==> config.mk <==
export PLATFORM = sky130hd
export DESIGN_NAME = alu_issue_ctrl_flat
export DESIGN_NICKNAME = d
export VERILOG_FILES = /design/src/rtl/alu_issue_ctrl_pkg.sv /design/src/rtl/alu_issue_ctrl_if.sv /design/src/rtl/alu_issue_ctrl_scoreboard.sv /design/src/rtl/alu_issue_ctrl.sv /design/src/flat_wrapper.sv
export SDC_FILE = /design/constraint.sdc
export NUM_CORES = 1
export LEC_CHECK = 0
export CAP_MARGIN = 20
export CORE_MARGIN = 2
export CORE_UTILIZATION = 25
export DETAILED_ROUTE_END_ITERATION = 16
export MAX_ROUTING_LAYER = met4
export PLACE_DENSITY = 0.58
export SLEW_MARGIN = 20
export SYNTH_ARGS = -nofsm -noshare
export SYNTH_HDL_FRONTEND = slang
export SYNTH_HIERARCHICAL = 1
export SYNTH_SLANG_ARGS = --single-unit
==> constraint.sdc <==
create_clock -name clk -period 3.97 [get_ports clk]
set_input_delay 0.397 -clock clk [delete_from_list [all_inputs] [get_ports clk]]
set_output_delay 0.397 -clock clk [all_outputs]
set_load 0.02 [all_outputs]
==> src/rtl/alu_issue_ctrl_pkg.sv <==
// Shared types for the ALU issue controller slice.
//   pkg_alu   : ALU operation and A-operand select encodings.
//   pkg_reg   : register-file geometry and the hard-wired zero register.
//   pkg_issue : issue-side limits, the buffered instruction record and the
//               scoreboard pend entry.
package pkg_alu;
   typedef enum logic [2:0] {
      ALU_ADD, ALU_SUB, ALU_AND, ALU_OR, ALU_XOR, ALU_SLL, ALU_SRL, ALU_SLT
   } op_t;
   typedef enum logic {ALU_REG = 1'b0, ALU_IMM = 1'b1} sel_t;
endpackage

package pkg_reg;
   localparam int REG_ADDRW = 5;
   localparam int REG_WIDTH = 32;
   localparam logic [REG_ADDRW-1:0] REG_ZERO = '0;
endpackage

package pkg_issue;
   import pkg_alu::*;
   import pkg_reg::*;

   localparam int ISSUE_LAT_MAX = 4;

   typedef struct packed {
      op_t                  op;
      sel_t                 a_sel;
      logic [REG_ADDRW-1:0] s_reg;
      logic [REG_ADDRW-1:0] b_reg;
      logic [REG_ADDRW-1:0] a_reg;
      logic [REG_WIDTH-1:0] a_imm;
   } instr_t;

   typedef struct packed {
      logic                 valid;
      logic [REG_ADDRW-1:0] addr;
   } pend_t;
endpackage

==> src/rtl/alu_issue_ctrl_if.sv <==
// ALU instruction interface.
//   client : driven by the issue controller (op, a_sel, s_reg, b_reg, a_reg, a_imm)
//   server : sampled by the ALU datapath
interface if_instr_alu;
   import pkg_alu::*;
   import pkg_reg::*;

   op_t                  op;
   sel_t                 a_sel;
   logic [REG_ADDRW-1:0] s_reg;
   logic [REG_ADDRW-1:0] b_reg;
   logic [REG_ADDRW-1:0] a_reg;
   logic [REG_WIDTH-1:0] a_imm;

   modport client (output op, a_sel, s_reg, b_reg, a_reg, a_imm);
   modport server (input  op, a_sel, s_reg, b_reg, a_reg, a_imm);
endinterface

==> src/rtl/alu_issue_ctrl_scoreboard.sv <==
// In-flight destination tracker.
//   clk, rst          : clock, synchronous active-high reset
//   issue             : the held instruction leaves for the ALU this cycle
//   s_reg             : destination of the held instruction
//   b_reg, a_reg,
//   a_sel             : sources of the held instruction (a_reg only when ALU_REG)
//   hazard            : a source matches an in-flight destination
//   wb_valid, wb_reg  : register-file write strobe, LAT cycles after issue
module alu_scoreboard
   import pkg_alu::*, pkg_reg::*, pkg_issue::*;
#(
   parameter int LAT = 2
) (
   input  logic                 clk,
   input  logic                 rst,
   input  logic                 issue,
   input  logic [REG_ADDRW-1:0] s_reg,
   input  logic [REG_ADDRW-1:0] b_reg,
   input  logic [REG_ADDRW-1:0] a_reg,
   input  sel_t                 a_sel,
   output logic                 hazard,
   output logic                 wb_valid,
   output logic [REG_ADDRW-1:0] wb_reg
);

   pend_t pend [LAT];

   always_ff @(posedge clk) begin
      if (rst) begin
         for (int k = 0; k < LAT; k++) pend[k] <= '0;
      end else begin
         // Register 0 is hard-wired, so its writes are never tracked.
         pend[0].valid <= issue && (s_reg != REG_ZERO);
         pend[0].addr  <= s_reg;
         for (int k = 1; k < LAT; k++) pend[k] <= pend[k-1];
      end
   end

   // The last stage is included: the register file has no write-through,
   // so a value being written this cycle is not yet readable.
   always_comb begin
      hazard = 1'b0;
      for (int k = 0; k < LAT; k++) begin
         if (pend[k].valid &&
             ((b_reg != REG_ZERO && pend[k].addr == b_reg) ||
              (a_sel == ALU_REG && a_reg != REG_ZERO && pend[k].addr == a_reg)))
            hazard = 1'b1;
      end
   end

   // Gated by rst so the cycle in which reset is first seen drops the strobe.
   assign wb_valid = pend[LAT-1].valid && !rst;
   assign wb_reg   = pend[LAT-1].addr;

endmodule

==> src/rtl/alu_issue_ctrl.sv <==
// Issue controller between the decoder and the ALU datapath.
//   clk, rst                      : clock, synchronous active-high reset
//   in_valid/in_ready + in_*      : decoded instruction handshake
//   flush                         : drop the held, not yet issued instruction
//   alu (client), alu_valid       : instruction presented to the ALU
//   wb_valid, wb_reg              : register-file write strobe/address
//   stall_cnt                     : saturating count of hazard-stalled cycles
// LAT is legal in 1..ISSUE_LAT_MAX.
module alu_issue_ctrl
   import pkg_alu::*, pkg_reg::*, pkg_issue::*;
#(
   parameter int LAT        = 2,
   parameter int STALL_CNTW = 16
) (
   input  logic                  clk,
   input  logic                  rst,
   input  logic                  in_valid,
   output logic                  in_ready,
   input  op_t                   in_op,
   input  sel_t                  in_a_sel,
   input  logic [REG_ADDRW-1:0]  in_s_reg,
   input  logic [REG_ADDRW-1:0]  in_b_reg,
   input  logic [REG_ADDRW-1:0]  in_a_reg,
   input  logic [REG_WIDTH-1:0]  in_a_imm,
   input  logic                  flush,
   if_instr_alu.client           alu,
   output logic                  alu_valid,
   output logic                  wb_valid,
   output logic [REG_ADDRW-1:0]  wb_reg,
   output logic [STALL_CNTW-1:0] stall_cnt
);

   logic   hold_valid;
   instr_t hold;
   logic   hazard;
   logic   issue;
   logic   accept;

   assign issue    = hold_valid && !hazard && !flush && !rst;
   // An issuing slot can be refilled in the same cycle, so the stream runs
   // at one instruction per cycle without bubbles.
   assign in_ready = !rst && (!hold_valid || issue);
   assign accept   = in_valid && in_ready;

   always_ff @(posedge clk) begin
      if (rst)                  hold_valid <= 1'b0;
      else if (accept)          hold_valid <= 1'b1;
      else if (issue || flush)  hold_valid <= 1'b0;
   end

   // Payload is don't-care while hold_valid is low, so it carries no reset.
   always_ff @(posedge clk) begin
      if (accept)
         hold <= '{op: in_op, a_sel: in_a_sel, s_reg: in_s_reg,
                   b_reg: in_b_reg, a_reg: in_a_reg, a_imm: in_a_imm};
   end

   always_ff @(posedge clk) begin
      if (rst)
         stall_cnt <= '0;
      else if (hold_valid && hazard && !flush && stall_cnt != '1)
         stall_cnt <= stall_cnt + STALL_CNTW'(1);
   end

   assign alu.op    = hold.op;
   assign alu.a_sel = hold.a_sel;
   assign alu.s_reg = hold.s_reg;
   assign alu.b_reg = hold.b_reg;
   assign alu.a_reg = hold.a_reg;
   assign alu.a_imm = hold.a_imm;
   assign alu_valid = issue;

   alu_scoreboard #(.LAT(LAT)) u_sb (
      .clk      (clk),
      .rst      (rst),
      .issue    (issue),
      .s_reg    (hold.s_reg),
      .b_reg    (hold.b_reg),
      .a_reg    (hold.a_reg),
      .a_sel    (hold.a_sel),
      .hazard   (hazard),
      .wb_valid (wb_valid),
      .wb_reg   (wb_reg)
   );

endmodule

==> src/flat_wrapper.sv <==
// flat-port wrapper written by rule: the top's interface ports become plain ports
module alu_issue_ctrl_flat import pkg_alu::*, pkg_reg::*, pkg_issue::*;
#(
   parameter int LAT        = 2,
   parameter int STALL_CNTW = 16
)
  (clk, rst, in_valid, in_ready, in_op, in_a_sel, in_s_reg, in_b_reg, in_a_reg, in_a_imm, flush, alu_valid, wb_valid, wb_reg, stall_cnt, alu_op, alu_a_sel, alu_s_reg, alu_b_reg, alu_a_reg, alu_a_imm);
  if_instr_alu alu_i ();
  input  logic clk;
  input  logic rst;
  input  logic in_valid;
  output logic in_ready;
  input  op_t in_op;
  input  sel_t in_a_sel;
  input  logic [REG_ADDRW-1:0] in_s_reg;
  input  logic [REG_ADDRW-1:0] in_b_reg;
  input  logic [REG_ADDRW-1:0] in_a_reg;
  input  logic [REG_WIDTH-1:0] in_a_imm;
  input  logic flush;
  output logic alu_valid;
  output logic wb_valid;
  output logic [REG_ADDRW-1:0] wb_reg;
  output logic [STALL_CNTW-1:0] stall_cnt;
  output wire logic [$bits(alu_i.op)-1:0] alu_op;
  output wire logic [$bits(alu_i.a_sel)-1:0] alu_a_sel;
  output wire logic [$bits(alu_i.s_reg)-1:0] alu_s_reg;
  output wire logic [$bits(alu_i.b_reg)-1:0] alu_b_reg;
  output wire logic [$bits(alu_i.a_reg)-1:0] alu_a_reg;
  output wire logic [$bits(alu_i.a_imm)-1:0] alu_a_imm;
  assign alu_op = alu_i.op;
  assign alu_a_sel = alu_i.a_sel;
  assign alu_s_reg = alu_i.s_reg;
  assign alu_b_reg = alu_i.b_reg;
  assign alu_a_reg = alu_i.a_reg;
  assign alu_a_imm = alu_i.a_imm;
  alu_issue_ctrl #(.LAT(LAT), .STALL_CNTW(STALL_CNTW)) u_core (.clk(clk), .rst(rst), .in_valid(in_valid), .in_ready(in_ready), .in_op(in_op), .in_a_sel(in_a_sel), .in_s_reg(in_s_reg), .in_b_reg(in_b_reg), .in_a_reg(in_a_reg), .in_a_imm(in_a_imm), .flush(flush), .alu(alu_i), .alu_valid(alu_valid), .wb_valid(wb_valid), .wb_reg(wb_reg), .stall_cnt(stall_cnt));
endmodule
==> implementation parameters, run 1 <==
Parameter                              Value

Timing
  Transition time at the pin with the least slew margin ... 1.02 ns
  # setup viols final ... 0
  Max-slew violations ... 0
  Hold Fails Final Rpt ... 0
  Headroom to the max-slew limit ... 31.0%
  Peak clock frequency supported by timing ... 300 MHz
  Post-route clock skew ... 0.00376 ns
  Final worst path period share ... a little over four fifths
  Shortest clock period the worst path allows after layout ... 3.33 ns
  Worst Hold Margin ... between 0.5 and 0.6 ns
  Total negative slack ... 0 ns
  Unrepaired setup endpoints after global routing ... false

Global routing
  Met3 layer usage reported by global route ... between 5 and 6%
  Initial antenna violation count ... 0
  Met1 usage ... 13.7%
  Routing layer with the top usage in global route ... met2
  Total GRT Usage ... about an eighth
  Grt met2 use ... 19.5%
  Maximum number of pins on one net before global-route repair ... 34
  Via count of the first global-routing pass ... 2273
  Global-route wire length before repair ... 11.7 mm
  Aggregate global routing overflow ... 0

Worst setup path
  CP Cell Sequence ... or4_1 > nor2_1 > o32ai_2 > nor4b_1 > o21bai_1 > clkdlybuf4s50_1
  CP Data Required Time ... 3.57 ns
  Arrival time of data at the critical path endpoint ... 2.93 ns
  Startpoint type of the worst setup path ... flop
  Crit path max fanout ... 4
  Path type of the worst setup path ... reg -> out
  Slowest cell on the critical path ... sky130_fd_sc_hd__clkdlybuf4s50_1
  CP max stage delay ... between 0.6 and 0.7 ns
  Crit path capture type ... primary output

Layout
  Layout Nets ... 407
  Non-filler instance count after layout ... 524
  Ratio of cells with drive above 1 in the final layout ... 8.43%
  Antenna diode count ... 0
  Growth of design area from synthesis to finish ... 56.7%
  Finished Core Util ... 40.4%
  Max reg flops ... 32

CTS
  Number of H-tree levels ... 3
  Clock Latency Late Sink ... 0.34 ns
  CTS Hold Bufs ... 0
  Number of buffers on the longest clock path ... 2
  CTS clock-pin slew for the worst setup and hold paths ... 0.06 ns
  Buffers inserted during post-CTS setup optimization ... 0
  Resized Gates After CTS ... 0
  Num CTS Buffers ... 9
  Clock tree from TritonCTS ... done
  Clock root buffer master ... sky130_fd_sc_hd__clkbuf_16
  Number of clock sinks seen by CTS ... 80

Pwr
  Standby leakage power ... 1.67 nW
  Peak ir drop on the vdd network ... approximately 0.00028 V
  Final total power ... a little under 0.002 W
  Power per cell area ... 399 mW/mm^2

Routing
  WL per Instance ... 14.8 um
  DRT Wirelength ... 7.76 mm
  Number of nets with antenna violations after routing ... 0
  Drt drc ... 0
  Ratio of routed vias to standard cells ... 4.32
  Number of optimization iterations in the first detailed-route pass ... 4
  Routed vias ... 2264
  Starting DRC count in detailed routing ... 116

Synthesis
  Sequential element share of the synthesized area ... approximately 68%
  Cell types with the largest area share after synthesis ... sky130_fd_sc_hd__edfxtp_1 (49%), sky130_fd_sc_hd__dfxtp_1 (19%), sky130_fd_sc_hd__xor2_1 (4.8%)
  Fraction of post-synthesis cell area in the top cell type by area ... around 49%
  Number of nets produced by synthesis ... 275
  Ys async rst share ... 0%
  Number of synthesized register bits ... 80
  YS warnings ... 6
  Leading register cell type out of synthesis ... sky130_fd_sc_hd__edfxtp_1
  Library cells used by synthesis ... 42
  Top cell type by total area after synthesis ... sky130_fd_sc_hd__edfxtp_1
  Number of flops mapped to enable cells by yosys ... 51
  Most frequent cells after synthesis ... sky130_fd_sc_hd__edfxtp_1 (51), sky130_fd_sc_hd__dfxtp_1 (29), sky130_fd_sc_hd__xor2_1 (17)
  Top-count cell post-synth ... sky130_fd_sc_hd__edfxtp_1
  Netlist Area Pre-Place ... about 0.0031 sq mm
  Avg Inst Size Synth ... ~14 sq um
  Count of mapped cells out of synthesis ... 219

Place
  Port Buffer Count ... about 130
  Final HPWL DP ... 5.86 mm
  Cells after DPL ... 508
  Global placer's final weighted congestion ... roughly 0.8

Floorplanning
  Core box area ... between 0.01 and 0.015 sq mm
  Vertical die dimension ... 116 um
  Die width ... 116 um
  Ports ... 130
  Number of standard-cell rows in the floorplan ... 40
  Total die area ... 0.0134 sq mm
  Initial Util ... 25.8%

Flow run
  Max-capacitance violation count ... 0

Min path
  Class of the tightest hold or removal check ... reg -> reg

Outcome
  Status ... finished, final reports clean
==> cell type report <==
cell class              count  area, sq um
repair buffers            131         1320
clock buffers               9          225
well taps                 168          210
inverters                   1         3.75
flip-flops and latches     80         2110
fillers                  1146         7210
multi-input cells         128          948
clock inverters             7         80.1
==> logic make-up after synthesis <==
| group | count (synthesis) | share of synthesized area, % |
|---|---|---|
| flip-flops | 80 | 67.5 |
| multiplexers | 2 | 0.680 |
| adder cells (fa/ha/maj) | 1 | 0.400 |
| AND/OR/NAND/NOR | 69 | 15.3 |
| buffers and inverters | 11 | 2.16 |
| XOR/XNOR | 21 | 5.88 |
| AO/OA/AOI/OAI | 35 | 8.04 |
==> per-stage QoR <==
step	area, sq um	setup WS [ns]
after detailed placement	4590	0.912
after CTS	4900	0.599
final	4900	0.639
after global routing	4900	0.491
after floorplan	3130	0.258
after global placement	4590	1.03
==> placed cells by master (no fill, tap or decap), types with 2 or more instances in the layout <==
cell                                n
sky130_fd_sc_hd__o31ai_1            6
sky130_fd_sc_hd__or4_1             10
sky130_fd_sc_hd__and2_2             2
sky130_fd_sc_hd__nand3_1            4
sky130_fd_sc_hd__xor2_1            17
sky130_fd_sc_hd__and2_1             3
sky130_fd_sc_hd__clkinv_4           2
sky130_fd_sc_hd__edfxtp_1          51
sky130_fd_sc_hd__xnor2_1            4
sky130_fd_sc_hd__nand2_1            5
sky130_fd_sc_hd__o21ai_0            3
sky130_fd_sc_hd__nand4_4            2
sky130_fd_sc_hd__o21ai_1            5
sky130_fd_sc_hd__nor2b_1           13
sky130_fd_sc_hd__clkbuf_16          9
sky130_fd_sc_hd__nor4_1             4
sky130_fd_sc_hd__or3_1              6
sky130_fd_sc_hd__a32oi_1            2
sky130_fd_sc_hd__a21oi_1           13
sky130_fd_sc_hd__nand4_1            4
sky130_fd_sc_hd__clkdlybuf4s50_1  129
sky130_fd_sc_hd__nor2_1             7
sky130_fd_sc_hd__dfxtp_1           29
==> critical path: cells and delay by family (launching register included) <==
| kind | cells | cell delay [ns] |
|---|---|---|
| flops | 1 | 0.45 |
| simple gates | 3 | 1.12 |
| compound gates | 2 | 0.33 |
| buf+inv | 1 | 0.69 |
==> per-layer routing <==
layer	routed length (um)	vias to the layer above
met2	3950	87
met3	538	7
met1	3230	1075
met4	44	0
met5	0	-
li1	-	1095
==> final timing paths <==
check,from,endpoint,slack [ns],depth (start not counted)
min,u_core/stall_cnt[15],u_core/stall_cnt[15],0.51,2
min reg2reg,u_core/stall_cnt[15],u_core/stall_cnt[15],0.51,2
max reg2reg,u_core/alu.a_reg[1],u_core/alu.a_imm[31],0.93,7
max,u_core/alu.a_reg[1],in_ready,0.64,6
==> power by group <==
part | switching [W] | internal, W | total [W]
Combinational | 0.0000776 | 0.000102 | 0.000179
Clock | 0.000346 | 0.000494 | 0.000840
Sequential | 0.0000182 | 0.000919 | 0.000937
Note: power is estimated with default switching activity, not from simulation.
==> run 2: changes to the inputs <==
Clock period 3.97 ns to 3.3 ns, I/O delays scaled along.
==> run 2 against run 1 <==
Via count up 0.13%; sequential share of layout area up 0.077 points; highest routed layer unchanged; global-route usage down 0.057 points; first-iteration DRC count down 10%; clock skew up 0.0070 ns; critical path type unchanged; sequential power up 21%; sequential cell count unchanged; die area unchanged; core utilization down 0.072 points; critical endpoint unchanged; power up 17%; clock power up 12%.
==> implementation parameters, run 2 (same netlist as run 1, synthesis figures left out) <==
Parameter                              Value

CTS
  Number of buffers on the longest clock path ... 2 (unchanged)
  CTS Hold Bufs ... 0 (unchanged)
  Clock Latency Late Sink ... 0.33 ns (about the same)
  Num CTS Buffers ... 9 (unchanged)
  Number of H-tree levels ... 3 (unchanged)
  Number of clock sinks seen by CTS ... 80 (unchanged)
  Resized Gates After CTS ... 0 (unchanged)
  CTS clock-pin slew for the worst setup and hold paths ... 0.07 ns (about the same)
  Clock root buffer master ... sky130_fd_sc_hd__clkbuf_16
  Buffers inserted during post-CTS setup optimization ... 0 (unchanged)
  Clock tree from TritonCTS ... done

Worst setup path
  Startpoint type of the worst setup path ... flop
  CP max stage delay ... 0.64 ns (-0.05 ns)
  Setup slack of the most critical reg-to-reg path ... 0.37 ns (-0.56 ns)
  Path type of the worst setup path ... reg -> out
  Crit path capture type ... primary output
  Slowest cell on the critical path ... sky130_fd_sc_hd__clkdlybuf4s50_1
  CP Cell Sequence ... or4_1 > nor2_1 > o32ai_2 > nor4b_2 > o21bai_1 > clkdlybuf4s50_1
  Crit path max fanout ... 4 (unchanged)
  Sum of buffers and inverters on the critical path ... 1 (unchanged)
  CP Data Required Time ... 2.97 ns (-0.60 ns)
  CP delay by family, top ... simple AND/OR/NAND/NOR gates
  Arrival time of data at the critical path endpoint ... 2.76 ns (-0.17 ns)

Routing
  DRT Wirelength ... 7.62 mm (-1.9%)
  Routed vias ... 2267 (+0.13%)
  Starting DRC count in detailed routing ... 104 (-10%)
  WL per Instance ... 14.5 um (-1.9%)
  Drt drc ... 0 (unchanged)
  Number of optimization iterations in the first detailed-route pass ... 4 (unchanged)
  Number of nets with antenna violations after routing ... 0 (unchanged)
  Ratio of routed vias to standard cells ... 4.33 (+0.13%)

Pwr
  Standby leakage power ... 1.66 nW (-0.58%)
  Pint ... 0.00177 W (+17%)
  Clock power frac ... 41.3% (-1.6 points)
  Combinational Power Share ... 9.4% (+0.2 points)
  Power per cell area ... 468 mW/mm^2 (+17%)
  Final total power ... 0.00229 W (+17%)
  Portion of total power attributed to sequential cells ... 49.3% (+1.4 points)
  Switching share of power ... 22.7% (+0.11 points)
  Switching pwr ... 0.000519 W (+17%)
  Peak ir drop on the vdd network ... 0.000204 V (-27%)

Timing
  Final worst path period share ... 93.5%
  # setup viols final ... 0 (unchanged)
  Peak clock frequency supported by timing ... 324 MHz
  Final WS setup ... 0.213 ns (-0.426 ns)
  Hold Fails Final Rpt ... 0 (unchanged)
  Post-route clock skew ... 0.0107 ns (+0.00695 ns)
  Headroom to the max-slew limit ... 37.0% (+6.0 points)
  Unrepaired setup endpoints after global routing ... false
  Transition time at the pin with the least slew margin ... 0.935 ns (-0.0894 ns)
  Total negative slack ... 0 ns (unchanged)
  Max-slew violations ... 0 (unchanged)
  Shortest clock period the worst path allows after layout ... 3.09 ns

Place
  Port Buffer Count ... 129 (unchanged)
  Dpl cell area ... 0.00460 sq mm (+0.16%)
  Final HPWL DP ... 5.72 mm (-2.4%)
  Setup slack at placement ... 0.383 ns (-0.529 ns)
  Global placer's final weighted congestion ... 0.742 (-5.7%)

Layout
  Antenna diode count ... 0 (unchanged)
  Growth of design area from synthesis to finish ... 56.4%
  Leading cell types in the layout, fill and taps excluded ... sky130_fd_sc_hd__clkdlybuf4s50_1 (129), sky130_fd_sc_hd__edfxtp_1 (51), sky130_fd_sc_hd__dfxtp_1 (29)
  Layout Nets ... 407 (unchanged)
  Max reg flops ... 32 (unchanged)
  Commonest non-fill, non-tap cell in the layout ... sky130_fd_sc_hd__clkdlybuf4s50_1
  Fill cell total of the finished layout ... 1207 (+5.3%)
  Cell area after layout ... 0.00489 sq mm (-0.18%)
  Ratio of cells with drive above 1 in the final layout ... 8.71% (+0.28 points)

Floorplanning
  Vertical die dimension ... 116 um (unchanged)
  Core box area ... 0.0121 sq mm (unchanged)
  Total die area ... 0.0134 sq mm (unchanged)
  Ports ... 130 (unchanged)
  Initial Util ... 25.8% (unchanged)
  Number of standard-cell rows in the floorplan ... 40 (unchanged)
  Die width ... 116 um (unchanged)

Min path
  Class of the tightest hold or removal check ... reg -> reg

Outcome
  Status ... finished, final reports clean

Global routing
  Aggregate global routing overflow ... 0 (unchanged)
  Total GRT Usage ... 12.1% (-0.057 points)
  Global-route wire length before repair ... 11.9 mm (+1.9%)
  Via count of the first global-routing pass ... 2342 (+3.0%)
  Initial antenna violation count ... 0 (unchanged)
  Maximum number of pins on one net before global-route repair ... 39 (+15%)

Flow run
  Max-capacitance violation count ... 0 (unchanged)
run 2: cell types whose count changed in the layout (fill, tap and decap cells not counted), sizes merged:
cell	delta
inv	+1
clkinv	-2
bufinv	-1
clkinvlp	+1
clkbuf	+1
run 2: per-layer routing:
metal	vias to the layer above	GRT usage (%)	part of all wire, %
met5	-	-	0
met4	0	4.60	1.7
met3	8	3.77	5.7
met2	83	18.0	48
met1	1081	15.3	45
li1	1095	-	-
run 2: final timing paths:
check	startpoint	end	depth (start not counted)
max	u_core/alu.a_reg[1]	in_ready	6
min	u_core/u_sb/pend[0][5]	u_core/u_sb/pend[0][11]	1
max reg2reg	u_core/alu.a_reg[4]	u_core/stall_cnt[9]	8
min reg2reg	u_core/u_sb/pend[0][5]	u_core/u_sb/pend[0][11]	1
run 2: metrics by stage:
stage / hold slack (ns) / util (%) / cells
floorplan: 0.402 / - / 219
global placement: 0.491 / 38.0 / 508
detailed placement: 0.494 / 38.0 / 508
CTS: 0.503 / 40.4 / 524
global route: 0.514 / 40.4 / 524
finish: 0.499 / 40.4 / 524
run 2: layout make-up:
cell class	count	area [sq um]	area share, %
multi-input combinational	128	956	19.5
sequential	80	2110	43.2
inverter	1	3.75	0.0768
clock buffer	10	239	4.89
timing repair buffer	131	1320	27.0
clock inverter	6	50.0	1.02
tap	168	210	4.30
run 2: worst reg2reg max path, cell delays in order, from the launching register on:
cell	delay, ns
sky130_fd_sc_hd__edfxtp_1	0.45
sky130_fd_sc_hd__xor2_1	0.19
sky130_fd_sc_hd__nor4_1	0.34
sky130_fd_sc_hd__a32oi_1	0.12
sky130_fd_sc_hd__o32ai_2	0.34
sky130_fd_sc_hd__and3b_1	0.56
sky130_fd_sc_hd__nand2_1	0.19
sky130_fd_sc_hd__or4_1	0.53
sky130_fd_sc_hd__a21oi_1	0.14
run 2: power groups by stage:
stage	Sequential, W	Combinational, W	Clock (W)
detailed placement	0.00115	0.000217	0
CTS	0.00113	0.000219	0.000983
global placement	0.00115	0.000217	0
global route	0.00113	0.000229	0.00102
floorplan	0.00118	0.0000452	0
finish	0.00113	0.000215	0.000944
==> run 3: changes to the inputs <==
Settings changed: PLACE_DENSITY 0.58 to 0.59.
Clock period 3.3 ns to 2.6 ns, I/O delays scaled along.
==> run 3 against run 2 <==
The flow now finishes with violations (setup timing); first-iteration DRC count down 13%; critical path type is now reg -> reg; core utilization rose by 3.2 points; via count grew 7.8%.
==> implementation parameters, run 3 (same netlist as run 1, synthesis figures left out) <==
Parameter                              Value

Pwr
  Combinational Power Share ... 11.3% (+1.9 points)
  Peak ir drop on the vdd network ... 0.000454 V (+120%)
  Power per cell area ... 551 mW/mm^2 (+18%)
  Switching pwr ... 0.000667 W (+29%)
  Standby leakage power ... 1.85 nW (+12%)
  Clock power frac ... 39.5% (-1.8 points)
  Pint ... 0.00224 W (+27%)
  Portion of total power attributed to sequential cells ... 49.2% (about the same)
  Switching share of power ... 22.9% (+0.23 points)

CTS
  Number of H-tree levels ... 3 (unchanged)
  Num CTS Buffers ... 9 (unchanged)
  Clock root buffer master ... sky130_fd_sc_hd__clkbuf_16
  Clock Latency Late Sink ... 0.34 ns (about the same)
  Clock tree from TritonCTS ... done
  CTS clock-pin slew for the worst setup and hold paths ... 0.06 ns (about the same)
  Number of clock sinks seen by CTS ... 80 (unchanged)
  Number of buffers on the longest clock path ... 2 (unchanged)

Global routing
  Maximum number of pins on one net before global-route repair ... 34 (-13%)
  Aggregate global routing overflow ... 0 (unchanged)
  Total GRT Usage ... 12.4% (+0.32 points)
  Global-route wire length before repair ... 12.3 mm (+2.6%)
  Initial antenna violation count ... 0 (unchanged)
  Via count of the first global-routing pass ... 2455 (+4.8%)

Worst setup path
  CP Cell Sequence ... buf_4 > xor2_1 > nor4_1 > a32oi_1 > o32ai_2 > buf_4 > and3b_2 > buf_12 > nand3_4 > or4_4 > a21oi_2
  Crit path capture type ... flop
  Startpoint type of the worst setup path ... flop
  Most Frequent Cell on Critical Path ... sky130_fd_sc_hd__buf_4
  Worst setup path end ... u_core/stall_cnt[10]
  Register-to-Register Path Depth ... 11 (+3)
  Worst r2r dst ... u_core/stall_cnt[10]
  Startpoint of the worst setup timing path ... u_core/alu.a_reg[4]
  Path type of the worst setup path ... reg -> reg
  CP delay by family, top ... simple AND/OR/NAND/NOR gates
  Crit path max fanout ... 7 (+3)
  Number of cells on the critical path ... 11 (+5)
  Setup slack of the most critical reg-to-reg path ... -0.008 ns (-0.38 ns)
  Arrival time of data at the critical path endpoint ... 2.88 ns (+0.12 ns)
  Sum of buffers and inverters on the critical path ... 3 (+2)
  CP max stage delay ... 0.50 ns (-0.14 ns)
  CP Data Required Time ... 2.87 ns (-0.10 ns)
  Critical register-to-register path startpoint ... u_core/alu.a_reg[4]
  Slowest cell on the critical path ... sky130_fd_sc_hd__or4_4

Timing
  Final WS setup ... -0.00788 ns (-0.221 ns)
  Max-slew violations ... 0 (unchanged)
  Headroom to the max-slew limit ... 57.8% (+21 points)
  Hold Fails Final Rpt ... 0 (unchanged)
  Peak clock frequency supported by timing ... between 300 and 400 MHz
  Unrepaired setup endpoints after global routing ... true
  # setup viols final ... 1 (+1)
  Total negative slack ... -0.00788 ns (-0.00788 ns)
  Post-route clock skew ... 0.00563 ns (-0.00508 ns)
  Shortest clock period the worst path allows after layout ... between 2 and 3 ns
  Worst Hold Margin ... 0.472 ns (-0.0267 ns)
  Transition time at the pin with the least slew margin ... 0.627 ns (-0.308 ns)
  Final worst path period share ... 100%

Routing
  Ratio of routed vias to standard cells ... 4.40 (+1.7%)
  DRT Wirelength ... 8.39 mm (+10%)
  Number of nets with antenna violations after routing ... 0 (unchanged)
  Starting DRC count in detailed routing ... 90 (-13%)
  Number of optimization iterations in the first detailed-route pass ... 4 (unchanged)
  WL per Instance ... 15.1 um (+4.0%)
  Drt drc ... 0 (unchanged)
  Routed vias ... 2443 (+7.8%)

Layout
  Non-filler instance count after layout ... 555 (+5.9%)
  Total area of sequential cells ... 0.00211 sq mm (unchanged)
  Ratio of cells with drive above 1 in the final layout ... 20.7% (+12 points)
  Max reg flops ... 32 (unchanged)
  Area of combinational cells with multiple inputs ... 0.00106 sq mm (+11%)
  Growth of design area from synthesis to finish ... 68.9%
  Fill cell total of the finished layout ... 1171 (-3.0%)
  Cell area after layout ... 0.00528 sq mm (+8.0%)
  Antenna diode count ... 0 (unchanged)
  Leading cell types in the layout, fill and taps excluded ... sky130_fd_sc_hd__clkdlybuf4s50_1 (127), sky130_fd_sc_hd__edfxtp_1 (51), sky130_fd_sc_hd__dfxtp_1 (29)
  Layout Nets ... 438 (+7.6%)
  Commonest non-fill, non-tap cell in the layout ... sky130_fd_sc_hd__clkdlybuf4s50_1

Outcome
  Status ... complete, but fails checks
  Violated checks ... setup timing

Floorplanning
  Die width ... 116 um (unchanged)
  Number of standard-cell rows in the floorplan ... 40 (unchanged)
  Initial Util ... 25.8% (unchanged)
  Vertical die dimension ... 116 um (unchanged)
  Total die area ... 0.0134 sq mm (unchanged)
  Ports ... 130 (unchanged)
  Core box area ... 0.0121 sq mm (unchanged)

Flow run
  Max-capacitance violation count ... 0 (unchanged)

Place
  Dpl cell area ... 0.00473 sq mm (+2.8%)
  Cells after DPL ... 519 (+2.2%)
  Port Buffer Count ... 129 (unchanged)
  Setup slack at placement ... -0.101 ns (-0.484 ns)
  Final HPWL DP ... 5.85 mm (+2.4%)
  Global placer's final weighted congestion ... 0.781 (+5.3%)

Min path
  Class of the tightest hold or removal check ... in -> reg
-- run 3: worst min-delay path by stage --
stage | startpoint | end | slack (ns) | cells past startpoint
finish | in_a_imm[3] | u_core/alu.a_imm[3] | 0.47 | 1
global route | in_op[0] | u_core/alu.op[0] | 0.46 | 1
CTS | in_op[0] | u_core/alu.op[0] | 0.46 | 1
detailed placement | u_core/u_sb/pend[0][5] | u_core/u_sb/pend[0][11] | 0.50 | 1
global placement | u_core/stall_cnt[15] | u_core/stall_cnt[15] | 0.50 | 2
floorplan | rst | u_core/u_sb/pend[0][1] | 0.33 | 1
-- run 3: power groups by stage --
| stage | combinational [W] | sequential (W) | clock (W) |
|---|---|---|---|
| 6_report | 0.000329 | 0.00143 | 0.00115 |
| 4_1_cts | 0.000293 | 0.00143 | 0.00120 |
| 3_3_place_gp | 0.000287 | 0.00146 | 0 |
| 5_1_grt | 0.000349 | 0.00144 | 0.00125 |
| 3_5_place_dp | 0.000289 | 0.00146 | 0 |
| 2_1_floorplan | 0.0000596 | 0.00150 | 0 |
-- run 3: layout make-up --
cell class | instances | area share (%)
multi-input combinational | 130 | 20.1
timing repair buffer | 160 | 30.7
sequential | 80 | 40.0
inverter | 1 | 0.0711
clock buffer | 9 | 4.26
clock inverter | 7 | 0.900
tap | 168 | 3.98
-- run 3: stage by stage --
step                total power [W]  util, %
global route                0.00303     43.6
finish                      0.00291     43.6
global placement            0.00174     39.0
CTS                         0.00292     41.5
floorplan                   0.00156        -
detailed placement          0.00175     39.0
-- run 3: worst register-to-register path, cell delays in order, from the launching register on --
cell and delay (ns):
sky130_fd_sc_hd__edfxtp_1 0.44, sky130_fd_sc_hd__buf_4 0.16, sky130_fd_sc_hd__xor2_1 0.15, sky130_fd_sc_hd__nor4_1 0.23, sky130_fd_sc_hd__a32oi_1 0.11, sky130_fd_sc_hd__o32ai_2 0.21, sky130_fd_sc_hd__buf_4 0.17, sky130_fd_sc_hd__and3b_2 0.22
sky130_fd_sc_hd__buf_12 0.12, sky130_fd_sc_hd__nand3_4 0.10, sky130_fd_sc_hd__or4_4 0.50, sky130_fd_sc_hd__a21oi_2 0.14
-- run 3: timing repair --
action | CTS | global route
gates cloned | 0 | 7
hold buffers | 0 | 0
setup endpoints to repair | 9 | 63
pin swaps | 9 | 10
gates resized for setup | 10 | 19
buffers inserted | 5 | 9
-- run 3: routing by layer --
layer | global-route usage [%] | routed length, um
met1 | 14.3 | 3550
met2 | 19.1 | 4080
met3 | 4.81 | 625
met4 | 5.56 | 136
met5 | - | 0
